**config.mk**
```make
export PLATFORM = sky130hd
export DESIGN_NAME = fixpoint_reach_engine_flat
export DESIGN_NICKNAME = d
export VERILOG_FILES = /design/src/rtl/fixpoint_reach_engine_pkg.sv /design/src/rtl/fixpoint_reach_engine_if.sv /design/src/rtl/fixpoint_reach_engine_next_state.sv /design/src/rtl/fixpoint_reach_engine.sv /design/src/flat_wrapper.sv
export SDC_FILE = /design/constraint.sdc
export NUM_CORES = 1
export LEC_CHECK = 0
export BUFFER_PORTS_ARGS = -buffer_cell sky130_fd_sc_hd__clkbuf_2
export CORE_ASPECT_RATIO = 0.6
export CORE_UTILIZATION = 52
export DETAILED_ROUTE_END_ITERATION = 7
export PLACE_DENSITY = 0.78
export SYNTH_ARGS = -nofsm -noshare
export SYNTH_HDL_FRONTEND = slang
export SYNTH_HIERARCHICAL = 1
export SYNTH_SLANG_ARGS = --single-unit
```
**constraint.sdc**
```tcl
create_clock -name clk -period 2.6 [get_ports clk]
set_input_delay 0.26 -clock clk [delete_from_list [all_inputs] [get_ports clk]]
set_output_delay 0.26 -clock clk [all_outputs]
set_load 0.02 [all_outputs]
```
**src/rtl/fixpoint_reach_engine_pkg.sv**
```systemverilog
// Shared types for the reachability fixpoint engine: result status, propagation
// mode and controller state encodings.
package fixpoint_pkg;

    typedef enum logic [1:0] {
        SAFE      = 2'b00,
        VIOLATION = 2'b01,
        TIMEOUT   = 2'b10
    } status_e;

    typedef enum logic [1:0] {
        LEFT  = 2'b00,
        RIGHT = 2'b01,
        BOTH  = 2'b10,
        HOLD  = 2'b11
    } mode_e;

    typedef enum logic [1:0] {
        S_IDLE,
        S_ITER,
        S_DONE
    } fsm_e;

endpackage

```
**src/rtl/fixpoint_reach_engine_if.sv**
```systemverilog
// Job request / result handshake bundle between a requester (master) and the
// fixpoint engine (slave).
interface fixpoint_reach_engine_if #(
    parameter int WIDTH = 10,
    parameter int CNT_W = 4
);
    logic             start_valid;
    logic             start_ready;
    logic [WIDTH-1:0] init;
    logic [WIDTH-1:0] mask;
    logic [WIDTH-1:0] bad;
    logic [1:0]       mode;
    logic             res_valid;
    logic             res_ready;
    logic [1:0]       res_status;
    logic [WIDTH-1:0] res_state;
    logic [CNT_W-1:0] res_iters;

    modport master (
        output start_valid, init, mask, bad, mode, res_ready,
        input  start_ready, res_valid, res_status, res_state, res_iters
    );

    modport slave (
        input  start_valid, init, mask, bad, mode, res_ready,
        output start_ready, res_valid, res_status, res_state, res_iters
    );
endinterface

```
**src/rtl/fixpoint_reach_engine_next_state.sv**
```systemverilog
// One masked shift-propagation step: next = state | (P & mask), P selected by mode.
// Purely combinational so several copies can be chained per cycle later.
module fixpoint_next_state
    import fixpoint_pkg::*;
#(
    parameter int WIDTH = 10,
    parameter bit WRAP  = 1'b0
) (
    input  logic [WIDTH-1:0] state_i,
    input  logic [WIDTH-1:0] mask_i,
    input  mode_e            mode_i,
    output logic [WIDTH-1:0] next_o
);
    logic             fill_l;
    logic             fill_r;
    logic [WIDTH-1:0] left;
    logic [WIDTH-1:0] right;
    logic [WIDTH-1:0] prop;

    // Edge bits see zero, or the opposite end of the vector when rotating
    assign fill_l = WRAP ? state_i[WIDTH-1] : 1'b0;
    assign fill_r = WRAP ? state_i[0]       : 1'b0;
    assign left   = {state_i[WIDTH-2:0], fill_l};
    assign right  = {fill_r, state_i[WIDTH-1:1]};

    always_comb begin
        prop = '0;
        case (mode_i)
            LEFT:    prop = left;
            RIGHT:   prop = right;
            BOTH:    prop = left | right;
            default: prop = '0;
        endcase
    end

    assign next_o = state_i | (prop & mask_i);

endmodule

```
**src/rtl/fixpoint_reach_engine.sv**
```systemverilog
// Iterates the masked propagation step one update per clock until the state is a
// fixpoint, hits a bad bit, or the iteration bound is reached; result via valid/ready.
module fixpoint_reach_engine
    import fixpoint_pkg::*;
#(
    parameter int WIDTH     = 10,
    parameter int MAX_ITERS = WIDTH + 1,
    parameter bit WRAP      = 1'b0,
    parameter int CNT_W     = $clog2(MAX_ITERS + 1)
) (
    input logic                     clk,
    input logic                     rst,
    fixpoint_reach_engine_if.slave  bus
);
    localparam logic [CNT_W-1:0] MAX_CNT = CNT_W'(MAX_ITERS);

    fsm_e             fsm_q;
    logic [WIDTH-1:0] state_q;
    logic [WIDTH-1:0] mask_q;
    logic [WIDTH-1:0] bad_q;
    mode_e            mode_q;
    logic [CNT_W-1:0] iters_q;
    status_e          status_q;
    logic             valid_q;
    logic             ready_q;
    logic [WIDTH-1:0] next_state_d;

    fixpoint_next_state #(
        .WIDTH (WIDTH),
        .WRAP  (WRAP)
    ) u_next (
        .state_i (state_q),
        .mask_i  (mask_q),
        .mode_i  (mode_q),
        .next_o  (next_state_d)
    );

    always_ff @(posedge clk) begin
        if (rst) begin
            fsm_q    <= S_IDLE;
            state_q  <= '0;
            mask_q   <= '0;
            bad_q    <= '0;
            mode_q   <= LEFT;
            iters_q  <= '0;
            status_q <= SAFE;
            valid_q  <= 1'b0;
            ready_q  <= 1'b1;
        end else begin
            case (fsm_q)
                S_IDLE: begin
                    if (bus.start_valid) begin
                        state_q <= bus.init;
                        mask_q  <= bus.mask;
                        bad_q   <= bus.bad;
                        mode_q  <= mode_e'(bus.mode);
                        iters_q <= '0;
                        ready_q <= 1'b0;
                        fsm_q   <= S_ITER;
                    end
                end
                S_ITER: begin
                    if ((state_q & bad_q) != '0) begin
                        status_q <= VIOLATION;
                        fsm_q    <= S_DONE;
                    end else if (next_state_d == state_q) begin
                        status_q <= SAFE;
                        fsm_q    <= S_DONE;
                    end else if (iters_q == MAX_CNT) begin
                        status_q <= TIMEOUT;
                        fsm_q    <= S_DONE;
                    end else begin
                        state_q <= next_state_d;
                        iters_q <= iters_q + CNT_W'(1);
                    end
                end
                S_DONE: begin
                    // First DONE cycle only registers res_valid; the handshake follows
                    if (!valid_q) begin
                        valid_q <= 1'b1;
                    end else if (bus.res_ready) begin
                        valid_q <= 1'b0;
                        ready_q <= 1'b1;
                        fsm_q   <= S_IDLE;
                    end
                end
                default: fsm_q <= S_IDLE;
            endcase
        end
    end

    assign bus.start_ready = ready_q;
    assign bus.res_valid   = valid_q;
    assign bus.res_status  = status_q;
    assign bus.res_state   = state_q;
    assign bus.res_iters   = iters_q;

endmodule
```
**src/flat_wrapper.sv**
```systemverilog
// flat-port wrapper written by rule: the top's interface ports become plain ports
module fixpoint_reach_engine_flat import fixpoint_pkg::*;
#(
    parameter int WIDTH     = 10,
    parameter int MAX_ITERS = WIDTH + 1,
    parameter bit WRAP      = 1'b0,
    parameter int CNT_W     = $clog2(MAX_ITERS + 1)
)
  (clk, rst, bus_start_valid, bus_init, bus_mask, bus_bad, bus_mode, bus_res_ready, bus_start_ready, bus_res_valid, bus_res_status, bus_res_state, bus_res_iters);
  fixpoint_reach_engine_if #(.WIDTH(WIDTH), .CNT_W(CNT_W)) bus_i ();
  input logic clk;
  input logic rst;
  input wire logic [$bits(bus_i.start_valid)-1:0] bus_start_valid;
  input wire logic [$bits(bus_i.init)-1:0] bus_init;
  input wire logic [$bits(bus_i.mask)-1:0] bus_mask;
  input wire logic [$bits(bus_i.bad)-1:0] bus_bad;
  input wire logic [$bits(bus_i.mode)-1:0] bus_mode;
  input wire logic [$bits(bus_i.res_ready)-1:0] bus_res_ready;
  output wire logic [$bits(bus_i.start_ready)-1:0] bus_start_ready;
  output wire logic [$bits(bus_i.res_valid)-1:0] bus_res_valid;
  output wire logic [$bits(bus_i.res_status)-1:0] bus_res_status;
  output wire logic [$bits(bus_i.res_state)-1:0] bus_res_state;
  output wire logic [$bits(bus_i.res_iters)-1:0] bus_res_iters;
  assign bus_i.start_valid = bus_start_valid;
  assign bus_i.init = bus_init;
  assign bus_i.mask = bus_mask;
  assign bus_i.bad = bus_bad;
  assign bus_i.mode = bus_mode;
  assign bus_i.res_ready = bus_res_ready;
  assign bus_start_ready = bus_i.start_ready;
  assign bus_res_valid = bus_i.res_valid;
  assign bus_res_status = bus_i.res_status;
  assign bus_res_state = bus_i.res_state;
  assign bus_res_iters = bus_i.res_iters;
  fixpoint_reach_engine #(.WIDTH(WIDTH), .MAX_ITERS(MAX_ITERS), .WRAP(WRAP), .CNT_W(CNT_W)) u_core (.clk(clk), .rst(rst), .bus(bus_i));
endmodule
```
**Word level (Yosys, flattened, before mapping)**

Cells that the tools add are included.

- Output and inout bits: 18
- Register bits after elaboration: 42
- Memory bits (writable): 0
- Latch bits: 0
- Bits in read-only memories: 0
- Memories: 0

- Multiply operators: 0
- Multiplexer cells: 26
- $lt $le $gt $ge: 0
- Shift operators: 0
- Bitwise operators: 4
- Divide/modulo/power cells: 0
- Equality and inequality tests: 13
- Add/sub/neg operators: 1
- Reductions and logical operators: 11

Operators with widths:

| cell | count |
|---|---|
| two-way mux 10 bit | 4 |
| case mux 10 bit (3 select lines) | 1 |
| bitwise AND 10 bit | 2 |
| case mux 10 bit (2 select lines) | 1 |
| two-way mux 2 bit | 8 |
| two-way mux 4 bit | 4 |
| equality test 10 bit | 1 |
| != test 2 bit (second input constant) | 5 |
| bitwise OR 10 bit | 1 |
| bitwise OR 10 x 9 -> 10 bit | 1 |
| nonzero test 10 bit | 1 |
| case mux 4 bit (2 select lines) | 1 |
| AND reduction 4 bit | 2 |
| case mux 2 bit (3 select lines) | 1 |
| two-way mux 1 bit | 5 |
| AND reduction 5 bit | 1 |
| adder 4 x 1 -> 4 bit (second input constant) | 1 |
| equality test 2 x 1 -> 1 bit (second input constant) | 2 |
| equality test 2 bit (second input constant) | 2 |
| equality test 4 bit (second input constant) | 1 |
| zero test 2 bit | 2 |
| != test 4 x 1 -> 1 bit (second input constant) | 1 |
| AND reduction 2 bit | 2 |
| nonzero test 2 bit | 2 |
| 3 further kinds | 3 |

**Logic depth before layout (Yosys ltp)**

Gate-level depths: netlist (run 1).

- Depth after elaboration: 8
- Mapped depth: 9
- Gate-level depth less buffers: 7

**Cells and area by module**

The synthesis (run 1) kept the hierarchy.

Modules (own cells, without submodules):

| module | sequential area each (µm²) | area each (µm²) | times used | cells each |
|---|---|---|---|---|
| fixpoint_reach_engine | 840.8 | 1,968.1 | 1 | 231 |
| fixpoint_next_state | 0.0 | 256.5 | 1 | 40 |

**Worst setup path after synthesis (run 1)**

No wires, ideal clock.

- Path type: reg2reg
- Start: reg u_core.state_q[6], in the netlist u_core/bus.res_state[6]
- End: reg u_core.state_q[0], in the netlist u_core/bus.res_state[0]
- Slack: 0.305 ns
- Buffers on the path: 1
- Data arrival time: 2.203 ns
- Stages on the path, launching flop included: 9
- Data required time: 2.509 ns
- Cell sequence: dfxtp_1 -> a21oi_1 -> o311ai_1 -> xor2_1 -> nor4_4 -> nand4_4 -> a31o_2 -> buf_6 -> a311oi_1

- Word-level cells in the longest chain between the ends: 7
- Elaborated cells on any way between the ends: 10

Ends and longest elaborated chain:

| element | line | text |
|---|---|---|
| from (decl) | fixpoint_reach_engine.sv:18 | `logic [WIDTH-1:0] state_q;` |
| from (signal assigned) | fixpoint_reach_engine.sv:53 | `state_q <= bus.init;` |
| from (signal assigned) | fixpoint_reach_engine.sv:73 | `state_q <= next_state_d;` |
| bitwise OR 10 x 9 -> 10 bit | fixpoint_reach_engine_next_state.sv:31 | `BOTH: prop = left \| right;` |
| case mux 10 bit (3 select lines) (*) | fixpoint_reach_engine_next_state.sv:28 | `case (mode_i)` |
| bitwise AND 10 bit (*) | fixpoint_reach_engine_next_state.sv:36 | `assign next_o = state_i \| (prop & mask_i);` |
| bitwise OR 10 bit (*) | fixpoint_reach_engine_next_state.sv:36 |  |
| net u_core.next_state_d[5] | fixpoint_reach_engine.sv:26 | `logic [WIDTH-1:0] next_state_d;` |
| equality test 10 bit (*) | fixpoint_reach_engine.sv:66 | `end else if (next_state_d == state_q) begin` |
| != test 2 bit (no source line) (*) | n/a |  |
| AND reduction 5 bit (no source line) (*) | n/a |  |

Mark *: on every way through the listed nets, which the timed path passes. The rest lies on a longest branch.
A chain may end at the register's enable or synchronous reset.

**Final worst setup path (run 1)**

- Start: reg u_core.mode_q[0]
- End: reg u_core.state_q[5], in the netlist u_core/bus.res_state[5]

- Elaborated cells on any way between the ends: 13

RTL lines:

| element | line | text |
|---|---|---|
| from (decl) | fixpoint_reach_engine.sv:21 | `mode_e mode_q;` |
| from (signal assigned) | fixpoint_reach_engine.sv:56 | `mode_q <= mode_e'(bus.mode);` |
| equality test 2 bit (tied with other cells) | fixpoint_reach_engine_next_state.sv:28 |  |
| case mux 10 bit (3 select lines) (*) | fixpoint_reach_engine_next_state.sv:28 |  |
| bitwise AND 10 bit (*) | fixpoint_reach_engine_next_state.sv:36 |  |
| bitwise OR 10 bit (*) | fixpoint_reach_engine_next_state.sv:36 |  |
| net u_core.next_state_d[8] | fixpoint_reach_engine.sv:26 |  |
| equality test 10 bit (*) | fixpoint_reach_engine.sv:66 |  |
| != test 2 bit (no source line) (*) | n/a |  |
| AND reduction 5 bit (no source line) (*) | n/a |  |

Mark *: on every way through the listed nets, which the timed path passes. The rest lies on a longest branch. The select of a mux whose other input is x is not followed.

==> results of run 1 <==
-- worst paths after layout --
kind / from / endpoint / slack, ns / cells past startpoint
setup reg to reg: u_core/mode_q[0]$_SDFFE_PP0P_ / u_core/bus.res_state[5]$_SDFFE_PP0P_ / 0.11 / 8
hold / removal: bus_mask[3] / u_core/mask_q[3]$_SDFFE_PP0P_ / 0.18 / 3
hold reg to reg: u_core/bad_q[8]$_SDFFE_PP0P_ / u_core/bad_q[8]$_SDFFE_PP0P_ / 0.47 / 2
setup / recovery: u_core/mode_q[0]$_SDFFE_PP0P_ / u_core/bus.res_state[5]$_SDFFE_PP0P_ / 0.11 / 8
-- cells in the final DEF, fill, tap and decap left out, types with 6 or more instances in the layout --
cell,n
nand2_1,69
clkbuf_2,53
dfxtp_1,41
a21oi_1,32
buf_4,17
a311oi_1,17
inv_1,15
xor2_1,9
nand4b_1,7
o311ai_1,7
clkbuf_8,6
nor2_1,6
-- routing by layer --
layer	part of all wire (%)	global-route usage [%]	vias up
met5	0	0	-
met4	0.78	9.444	0
met3	7.5	6.299	6
met2	41	39.42	91
met1	50	43.61	1026
li1	-	-	1095
-- kinds of logic (layout without fill, tap and decap cells) --
family / after synthesis / count (layout) / synth area share (%)
AND/OR/NAND/NOR: 102 / 102 / 23.51
adder cells (fa/ha/maj): 1 / 1 / 0.5623
flip-flops: 42 / 42 / 37.80
buffers and inverters: 34 / 91 / 6.411
multiplexers: 1 / 1 / 0.4500
XOR/XNOR: 11 / 11 / 4.331
AO/OA/AOI/OAI: 80 / 80 / 26.94
-- registers in the layout (all words and copies together) (netlist names) --
signal	count
u_core/mask_q	10
u_core/bus.res_status	2
u_core/bad_q	10
u_core/bus.res_iters	4
u_core/bus.start_ready	1
u_core/bus.res_valid	1
u_core/fsm_q	2
u_core/bus.res_state	10
u_core/mode_q	2
-- worst max-delay path, stage by stage, from the launching register on --
cell	delay [ns]
dfxtp_1	0.45
xor2_1	0.16
a311o_1	0.42
xor2_1	0.18
nor4_4	0.31
nand4_4	0.18
buf_4	0.20
a311oi_1	0.35
a311oi_2	0.09
-- power by group through the flow --
| stage | sequential (mW) | clock [mW] | combinational, mW |
|---|---|---|---|
| global placement | 0.852 | 0 | 0.789 |
| floorplan | 0.882 | 0 | 0.519 |
| CTS | 0.839 | 0.416 | 0.806 |
| global route | 0.856 | 0.443 | 0.889 |
| finish | 0.843 | 0.412 | 0.818 |
| detailed placement | 0.855 | 0 | 0.801 |
-- final cells by class --
class / count / area [um2] / area share [%]
multi-input cells: 195 / 1244 / 46.25
flip-flops and latches: 42 / 842.1 / 31.32
repair buffers: 70 / 392.9 / 14.61
clock buffers: 6 / 82.58 / 3.071
well taps: 57 / 71.32 / 2.652
inverters: 15 / 56.30 / 2.094
-- stage by stage --
stage	total power [mW]	std cells	util, %	worst slack (ns)	hold slack (ns)
after CTS	2.062	385	69.42	0.09037	0.1778
after detailed placement	1.655	379	67.29	0.1501	0.4542
after floorplan	1.401	271	-	0.3053	0.3960
after global placement	1.641	379	67.29	0.2621	0.4446
final	2.074	385	69.46	0.1104	0.1819
after global routing	2.188	385	69.46	0.02957	0.1812
==> out/qor.txt, run 1 <==
Status: finished, final reports clean
Worst setup path class: reg2reg
Final wirelength: 6043 um
Core Rows: 17
Cell leakage power: 1.086 nW
# hold bufs at CTS: 0
Final setup skew: 0.005741 ns
CTS tree: yes
Final worst-path cycle share: 95.76%
Min-delay worst type: in2reg
Placed cell area: 0.002605 mm2
Die X: 86.44 um
Clock slew at reported path FFs: 0.07 ns
CTS Buf Count: 5
Clock power frac: 19.9%
# diodes: 0
WL/cell: 15.70 um
Yosys cell types: 41
Setup TNS: 0 ns
Final setup viols: 0
Number of global-route vias before repair: 1979
Count of state elements after synthesis: 42
Ranking of synthesized cells by area: dfxtp_1, nand2_1, a21oi_1
Initial antenna violation count: 0
Fmax: 0.4017 GHz
Routability cong.: 0.9260
Syn_area_per_cell: 8.209 um2
Final Instance Area: 0.002689 mm2
NetSw: 0.8224 mW
Crit end category: flop
Die area: 0.004552 mm2
# port buffers: 53
Post-synth top cells: nand2_1, dfxtp_1, a21oi_1
Combinational share of power: 39.5%
Post-DP HPWL: 4399 um
CTS Buffer Depth: 2
PwrDens: 771.3 mW/mm2
Top-count cell post-synth: nand2_1
Vias: 2218
Ys Warns: 6
Flop pwr share: 40.7%
Top cell type's share of synthesized area: 37.80%
Initial Util: 57.47%
WP data required: 2.75 ns
Filler cell count: 353
Synth async-reset ratio: 0%
Hold Vio Cnt, Final: 0
Gr usage total: 28.79%
Clk Latency, worst-skew pair: 0.29 ns
Number of vias per cell: 5.761
Chip height: 52.67 um
Setup bufs post-CTS: 0
DRC: 0
Root buffer cell: clkbuf_8
Startpoint type of the worst setup path: flop
Slew margin rel.: 40.50%
Synth Cell Area: 0.002225 mm2
Nets@finish: 366
Main synth FF type: dfxtp_1
Synthesized Nets: 308
Switching Share: 39.66%
Worst vdd ir: 373.9 uV
Register area share after synthesis: 37.80%
Antenna viol nets, final: 0
Worst-Margin Slew: 0.8892 ns
Cells after Synth: 271
Core ar.: 0.003871 mm2
DRT iter0 DRCs: 185
Layout cells sized above 1: 26.83%
Io pins: 54
Drt pass-1 iters: 4
Arr. time, crit path: 2.64 ns
First-pass GRT wire length: 9798 um
Clock H-tree levels: 2
EDFF count, synth: 0
Min cycle time layout: 2.490 ns
Max-Cap Viols: 0
Final global-route overflow total: 0
Fin. max-slew vios: 0
Clock sinks: 42
Yosys top cell by area: dfxtp_1
Internal power: 1.251 mW
Largest net degree at the start of global routing: 26
Area delta synth->final: 20.87%
CTS resizes: 0
Crit-path max FO: 7
RSZ-0062 raised after global routing: false
Power figures use the tool's default switching activity.
==> inputs of run 2 (changes only) <==
--- a/config.mk
+++ b/config.mk
@@ -9,8 +9,7 @@
 export CORE_ASPECT_RATIO = 0.6
 export CORE_UTILIZATION = 52
 export DETAILED_ROUTE_END_ITERATION = 7
-export PLACE_DENSITY = 0.78
+export PLACE_DENSITY = 0.79
 export SYNTH_ARGS = -nofsm -noshare
 export SYNTH_HDL_FRONTEND = slang
-export SYNTH_HIERARCHICAL = 1
 export SYNTH_SLANG_ARGS = --single-unit
==> constraint.sdc (replaced) <==
create_clock -name clk -period 2.9 [get_ports clk]
set_input_delay 0.29 -clock clk [delete_from_list [all_inputs] [get_ports clk]]
set_output_delay 0.29 -clock clk [all_outputs]
set_load 0.02 [all_outputs]
==> run 2 against run 1 <==
Net effect: critical endpoint is now u_core.bus.res_iters[0]$_SDFFE_PP0P_; design area decreased by 6.4%; worst setup slack better by 0.18 ns; power shrank 26%; critical path type unchanged; first-iteration DRC count shrank 37%; wire length decreased by 8.9%; highest routed layer unchanged; hold slack gained 0.025 ns; maximum frequency down 4.7%; register-to-register slack better by 0.18 ns; die area fell by 4.9%; final cell count down 3.9%; critical path depth down 1; the flow now finishes with violations (DRC).
==> out/qor.txt, run 2 <==
Reg2Reg Setup Slack: 0.29 ns
RSZ-0062 raised after global routing: false
# port buffers: 53
NetSw: 0.5076 mW
Clock sinks: 42
Synth Cell Area: 0.002113 mm2
Gr usage total: 27.52%
Count of state elements after synthesis: 42
Max-Cap Viols: 0
Fin. max-slew vios: 0
Final wirelength: 5504 um
Commonest cells after routing, fill and taps aside: clkbuf_2, nand2_1, dfxtp_1
Top cell type's share of synthesized area: 39.79%
Die area: 0.004331 mm2
DRT iter0 DRCs: 116
Largest net degree at the start of global routing: 46
EDFF count, synth: 0
WL/cell: 14.88 um
Final worst-path cycle share: 90.09%
Syn_area_per_cell: 7.769 um2
Nets@finish: 359
Setup bufs post-CTS: 0
Vias: 2148
Min cycle time layout: 2.613 ns
Io pins: 54
Yosys cell types: 49
Core ar.: 0.003786 mm2
Switching Share: 32.88%
Clock slew at reported path FFs: 0.08 ns
First-pass GRT wire length: 9156 um
Combinational share of power: 23.5%
Register area share after synthesis: 39.79%
Cell leakage power: 1.005 nW
Final global-route overflow total: 0
Ranking of synthesized cells by area: dfxtp_1, nand2_1, a21oi_1
Worst setup path class: reg2reg
CTS tree: yes
# hold bufs at CTS: 0
# diodes: 0
Status: finished, violations left
Worst-Margin Slew: 0.8923 ns
Area delta synth->final: 19.06%
WP data required: 3.08 ns
Clock power frac: 29.7%
Crit end category: flop
Clk Latency, worst-skew pair: 0.30 ns
Min-delay worst type: in2reg
Arr. time, crit path: 2.79 ns
Fmax: 0.3828 GHz
Internal power: 1.036 mW
Chip height: 51.38 um
Post-synth top cells: nand2_1, dfxtp_1, a21oi_1
Die X: 84.30 um
Initial antenna violation count: 0
Slew margin rel.: 40.51%
Layout cells sized above 1: 22.60%
Ys Warns: 0
Most common cell after layout, fill and taps aside: clkbuf_2
Main synth FF type: dfxtp_1
Yosys top cell by area: dfxtp_1
CTS Buffer Depth: 2
CTS resizes: 0
Root buffer cell: clkbuf_8
Core Rows: 17
Clock H-tree levels: 2
Hold Vio Cnt, Final: 0
PwrDens: 613.6 mW/mm2
Number of global-route vias before repair: 1869
Final setup skew: 0.007743 ns
Number of vias per cell: 5.805
Filler cell count: 339
Initial Util: 55.82%
Setup TNS: 0 ns
Routability cong.: 0.8997
DRC: 3
Startpoint type of the worst setup path: flop
Worst vdd ir: 288.6 uV
Drt pass-1 iters: 8
Crit-path max FO: 19
Synth async-reset ratio: 0%
Flop pwr share: 46.7%
Final setup viols: 0
CTS Buf Count: 5
Antenna viol nets, final: 0
Failing checks: DRC
Worst hold slack: 0.2066 ns
Post-DP HPWL: 3935 um
Synthesized Nets: 309
Top-count cell post-synth: nand2_1
Cells after Synth: 272
[run 2: worst paths after layout]
| path | startpoint | endpoint | cells after the start |
|---|---|---|---|
| max reg2reg | u_core.mode_q[0]$_SDFFE_PP0P_ | u_core.bus.res_iters[0]$_SDFFE_PP0P_ | 7 |
| max | u_core.mode_q[0]$_SDFFE_PP0P_ | u_core.bus.res_iters[0]$_SDFFE_PP0P_ | 7 |
| min reg2reg | u_core.mask_q[4]$_SDFFE_PP0P_ | u_core.mask_q[4]$_SDFFE_PP0P_ | 2 |
| min | bus_mask[9] | u_core.mask_q[9]$_SDFFE_PP0P_ | 3 |
[run 2: cell families after synthesis]
| logic type | count (synthesis) | share of synthesized area, % |
|---|---|---|
| AO/OA/AOI/OAI | 81 | 26.94 |
| buffers and inverters | 29 | 6.216 |
| AND/OR/NAND/NOR | 116 | 25.05 |
| adder cells (fa/ha/maj) | 1 | 0.5920 |
| flip-flops | 42 | 39.79 |
| XOR/XNOR | 1 | 0.4145 |
| multiplexers | 2 | 1.006 |
[run 2: power groups by stage]
| stage | combinational, mW | sequential (mW) | clock, mW |
|---|---|---|---|
| after global routing | 0.403 | 0.729 | 0.493 |
| after global placement | 0.351 | 0.730 | 0 |
| after floorplan | 0.230 | 0.734 | 0 |
| after detailed placement | 0.359 | 0.732 | 0 |
| after CTS | 0.362 | 0.718 | 0.464 |
| final | 0.364 | 0.721 | 0.459 |
[run 2: final cells by class]
class	instances	area [um2]	area share [%]
multi-input combinational	201	1144	45.45
sequential	42	840.8	33.42
timing repair buffer	60	317.8	12.63
clock buffer	6	72.57	2.884
tap	47	58.81	2.337
inverter	12	45.04	1.790
clock inverter	2	37.54	1.492
[run 2: worst max-delay path, cell delays in order (launching register included)]
cell and delay (ns):
dfxtp_1 0.73, buf_4 0.25, a211oi_2 0.04, a211oi_1 0.38, a222oi_1 0.20, and2_1 0.22
a21oi_2 0.33, mux2_1 0.36
[run 2: per-stage QoR]
step	worst slack (ns)	cells	total power [mW]	util [%]	cell area (um2)
2_1_floorplan	0.9491	272	0.9636	-	2113
3_3_place_gp	0.5044	362	1.082	63.55	2406
3_5_place_dp	0.4143	362	1.090	63.55	2406
4_1_cts	0.3857	370	1.544	66.46	2516
5_1_grt	0.1399	370	1.626	66.46	2516
6_report	0.2874	370	1.544	66.46	2516
[run 2: metal layers]
| layer | global-route usage, % | vias up | part of all wire [%] | routed length [um] |
|---|---|---|---|---|
| met4 | 7.759 | 0 | 1.2 | 64 |
| met2 | 41.53 | 106 | 41 | 2246 |
| met1 | 38.05 | 966 | 48 | 2666 |
| met5 | 0 | - | 0 | 0 |
| met3 | 8.401 | 8 | 9.6 | 527 |
| li1 | - | 1068 | - | - |
==> inputs of run 3 (changes only) <==
--- a/config.mk
+++ b/config.mk
@@ -6,7 +6,7 @@
 export NUM_CORES = 1
 export LEC_CHECK = 0
 export BUFFER_PORTS_ARGS = -buffer_cell sky130_fd_sc_hd__clkbuf_2
-export CORE_ASPECT_RATIO = 0.6
+export CORE_ASPECT_RATIO = 1.4
 export CORE_UTILIZATION = 52
 export DETAILED_ROUTE_END_ITERATION = 7
 export PLACE_DENSITY = 0.79
==> run 3 against run 2 <==
Net effect: hold slack got worse by 0.0037 ns; core utilization shrank 3.3 points; non-clock buffer count fell by 3; largest power group unchanged; the flow now finishes without violations; power is 4.8% lower.
==> out/qor.txt, run 3 (synthesized netlist as in run 2, its figures left out) <==
Combinational share of power: 23.6%
Cell chain of the critical path: a211oi_2, a2111oi_0, nor4b_1, and2_1, a21oi_2, mux2_1
First-pass GRT wire length: 8673 um
Min-delay worst type: in2reg
# hold bufs at CTS: 0
Nets@finish: 356
Reg2Reg Setup Slack: 0.35 ns
DRT iter0 DRCs: 139
Slew margin rel.: 41.60%
Reg2reg start: u_core.mode_q[0]$_SDFFE_PP0P_
Cell leakage power: 0.9857 nW
Crit path buf inv count: 0
RSZ-0062 raised after global routing: false
Initial antenna violation count: 0
Clock slew at reported path FFs: 0.09 ns
Layout cells sized above 1: 22.19%
Gr usage total: 24.87%
Worst vdd ir: 538.7 uV
Die area: 0.004327 mm2
Final setup skew: 0.005970 ns
Core ar.: 0.003919 mm2
WL/cell: 14.05 um
CP top delay family: compound AO/OA/AOI/OAI gates
Root buffer cell: clkbuf_8
Crit end category: flop
Switching Share: 34.32%
DRC: 0
Routability cong.: 0.8039
CP peak stage delay: 0.80 ns
Initial Util: 53.93%
Commonest cells after routing, fill and taps aside: clkbuf_2, nand2_1, dfxtp_1
Setup TNS: 0 ns
Final worst-path cycle share: 88.07%
Setup bufs post-CTS: 0
Final global-route overflow total: 0
Fmax: 0.3915 GHz
Status: finished, final reports clean
Register-to-Register Path Depth: 6
Setup ws final: 0.3459 ns
Placed Cells incl. Taps: 355
Area delta synth->final: 17.05%
Min cycle time layout: 2.554 ns
Chip height: 77.43 um
Die X: 55.88 um
Hold EP: u_core.bad_q[3]$_SDFFE_PP0P_
# port buffers: 53
Hold Crit Start: bus_bad[3]
Largest net degree at the start of global routing: 46
Clock sinks: 42
Hold Vio Cnt, Final: 0
WP data required: 3.08 ns
CTS tree: yes
Worst-Margin Slew: 0.8759 ns
Io pins: 54
Max-Cap Viols: 0
Post-DP HPWL: 3597 um
Clk Latency, worst-skew pair: 0.30 ns
Clock power frac: 27.4%
# diodes: 0
Core Rows: 27
Antenna viol nets, final: 0
PwrDens: 594.4 mW/mm2
Startpoint type of the worst setup path: flop
Most common cell after layout, fill and taps aside: clkbuf_2
Internal power: 0.9657 mW
Worst Hold Path Cells: 3
Arr. time, crit path: 2.74 ns
Final wirelength: 5100 um
Crit-path max FO: 23
Final setup viols: 0
Number of vias per cell: 5.719
Util after Layout: 63.12%
Terminus of the critical flop-to-flop path: u_core.bus.res_iters[0]$_SDFFE_PP0P_
Setup WS pre-CTS: 0.3362 ns
Worst setup path class: reg2reg
Drt pass-1 iters: 4
Final std cells w/o fill: 363
CTS Buf Count: 5
Worst path slowest cell: dfxtp_1
NetSw: 0.5046 mW
Clock H-tree levels: 2
Number of global-route vias before repair: 1894
CTS Buffer Depth: 2
Fin. max-slew vios: 0
CTS resizes: 0
Flop pwr share: 49.1%
Vias: 2076
[run 3: layout make-up]
| cell class | instances | area [um2] |
|---|---|---|
| fillers | 369 | 1445 |
| clock buffers | 6 | 82.58 |
| flip-flops and latches | 42 | 840.8 |
| multi-input cells | 201 | 1144 |
| repair buffers | 57 | 295.3 |
| clock inverters | 2 | 12.51 |
| well taps | 43 | 53.80 |
| inverters | 12 | 45.04 |
[run 3: tightest hold or removal path, cell delays in order]
cell and delay [ns]:
clkbuf_2 0.08, nand2_1 0.04, a21oi_1 0.05
[run 3: power groups by stage]
stage	clock network (mW)	registers [mW]	logic, mW
2_1_floorplan	0	0.734	0.230
3_3_place_gp	0	0.731	0.340
3_5_place_dp	0	0.733	0.346
4_1_cts	0.410	0.720	0.347
5_1_grt	0.428	0.730	0.390
6_report	0.403	0.721	0.346
[run 3: through the flow]
| stage | instance area [um2] | power [mW] | hold slack [ns] |
|---|---|---|---|
| 2_1_floorplan | 2113 | 0.9636 | 0.4260 |
| 3_3_place_gp | 2379 | 1.071 | 0.4443 |
| 3_5_place_dp | 2379 | 1.079 | 0.4475 |
| 4_1_cts | 2474 | 1.477 | 0.2035 |
| 5_1_grt | 2474 | 1.547 | 0.1952 |
| 6_report | 2474 | 1.470 | 0.2029 |
[run 3: per-layer routing]
| metal | routed length, um | track usage [%] | vias up |
|---|---|---|---|
| li1 | - | - | 1061 |
| met1 | 2208 | 30.40 | 947 |
| met2 | 2513 | 43.73 | 64 |
| met3 | 328 | 4.667 | 4 |
| met4 | 50 | 8.049 | 0 |
| met5 | 0 | 0 | - |
[run 3: how the worst max path moves through the flow]
stage                                    startpoint                                    to  slack, ns  depth (start not counted)
6_report              u_core.mode_q[0]$_SDFFE_PP0P_  u_core.bus.res_iters[0]$_SDFFE_PP0P_       0.35                          6
5_1_grt               u_core.mode_q[0]$_SDFFE_PP0P_  u_core.bus.res_iters[0]$_SDFFE_PP0P_       0.10                          6
4_1_cts               u_core.mode_q[0]$_SDFFE_PP0P_  u_core.bus.res_iters[0]$_SDFFE_PP0P_       0.32                          6
3_5_place_dp          u_core.mode_q[0]$_SDFFE_PP0P_  u_core.bus.res_iters[0]$_SDFFE_PP0P_       0.34                          6
3_3_place_gp          u_core.mode_q[0]$_SDFFE_PP0P_  u_core.bus.res_iters[0]$_SDFFE_PP0P_       0.49                          6
2_1_floorplan  u_core.bus.res_state[4]$_SDFFE_PP0P_  u_core.bus.res_iters[0]$_SDFFE_PP0P_       0.95                          6
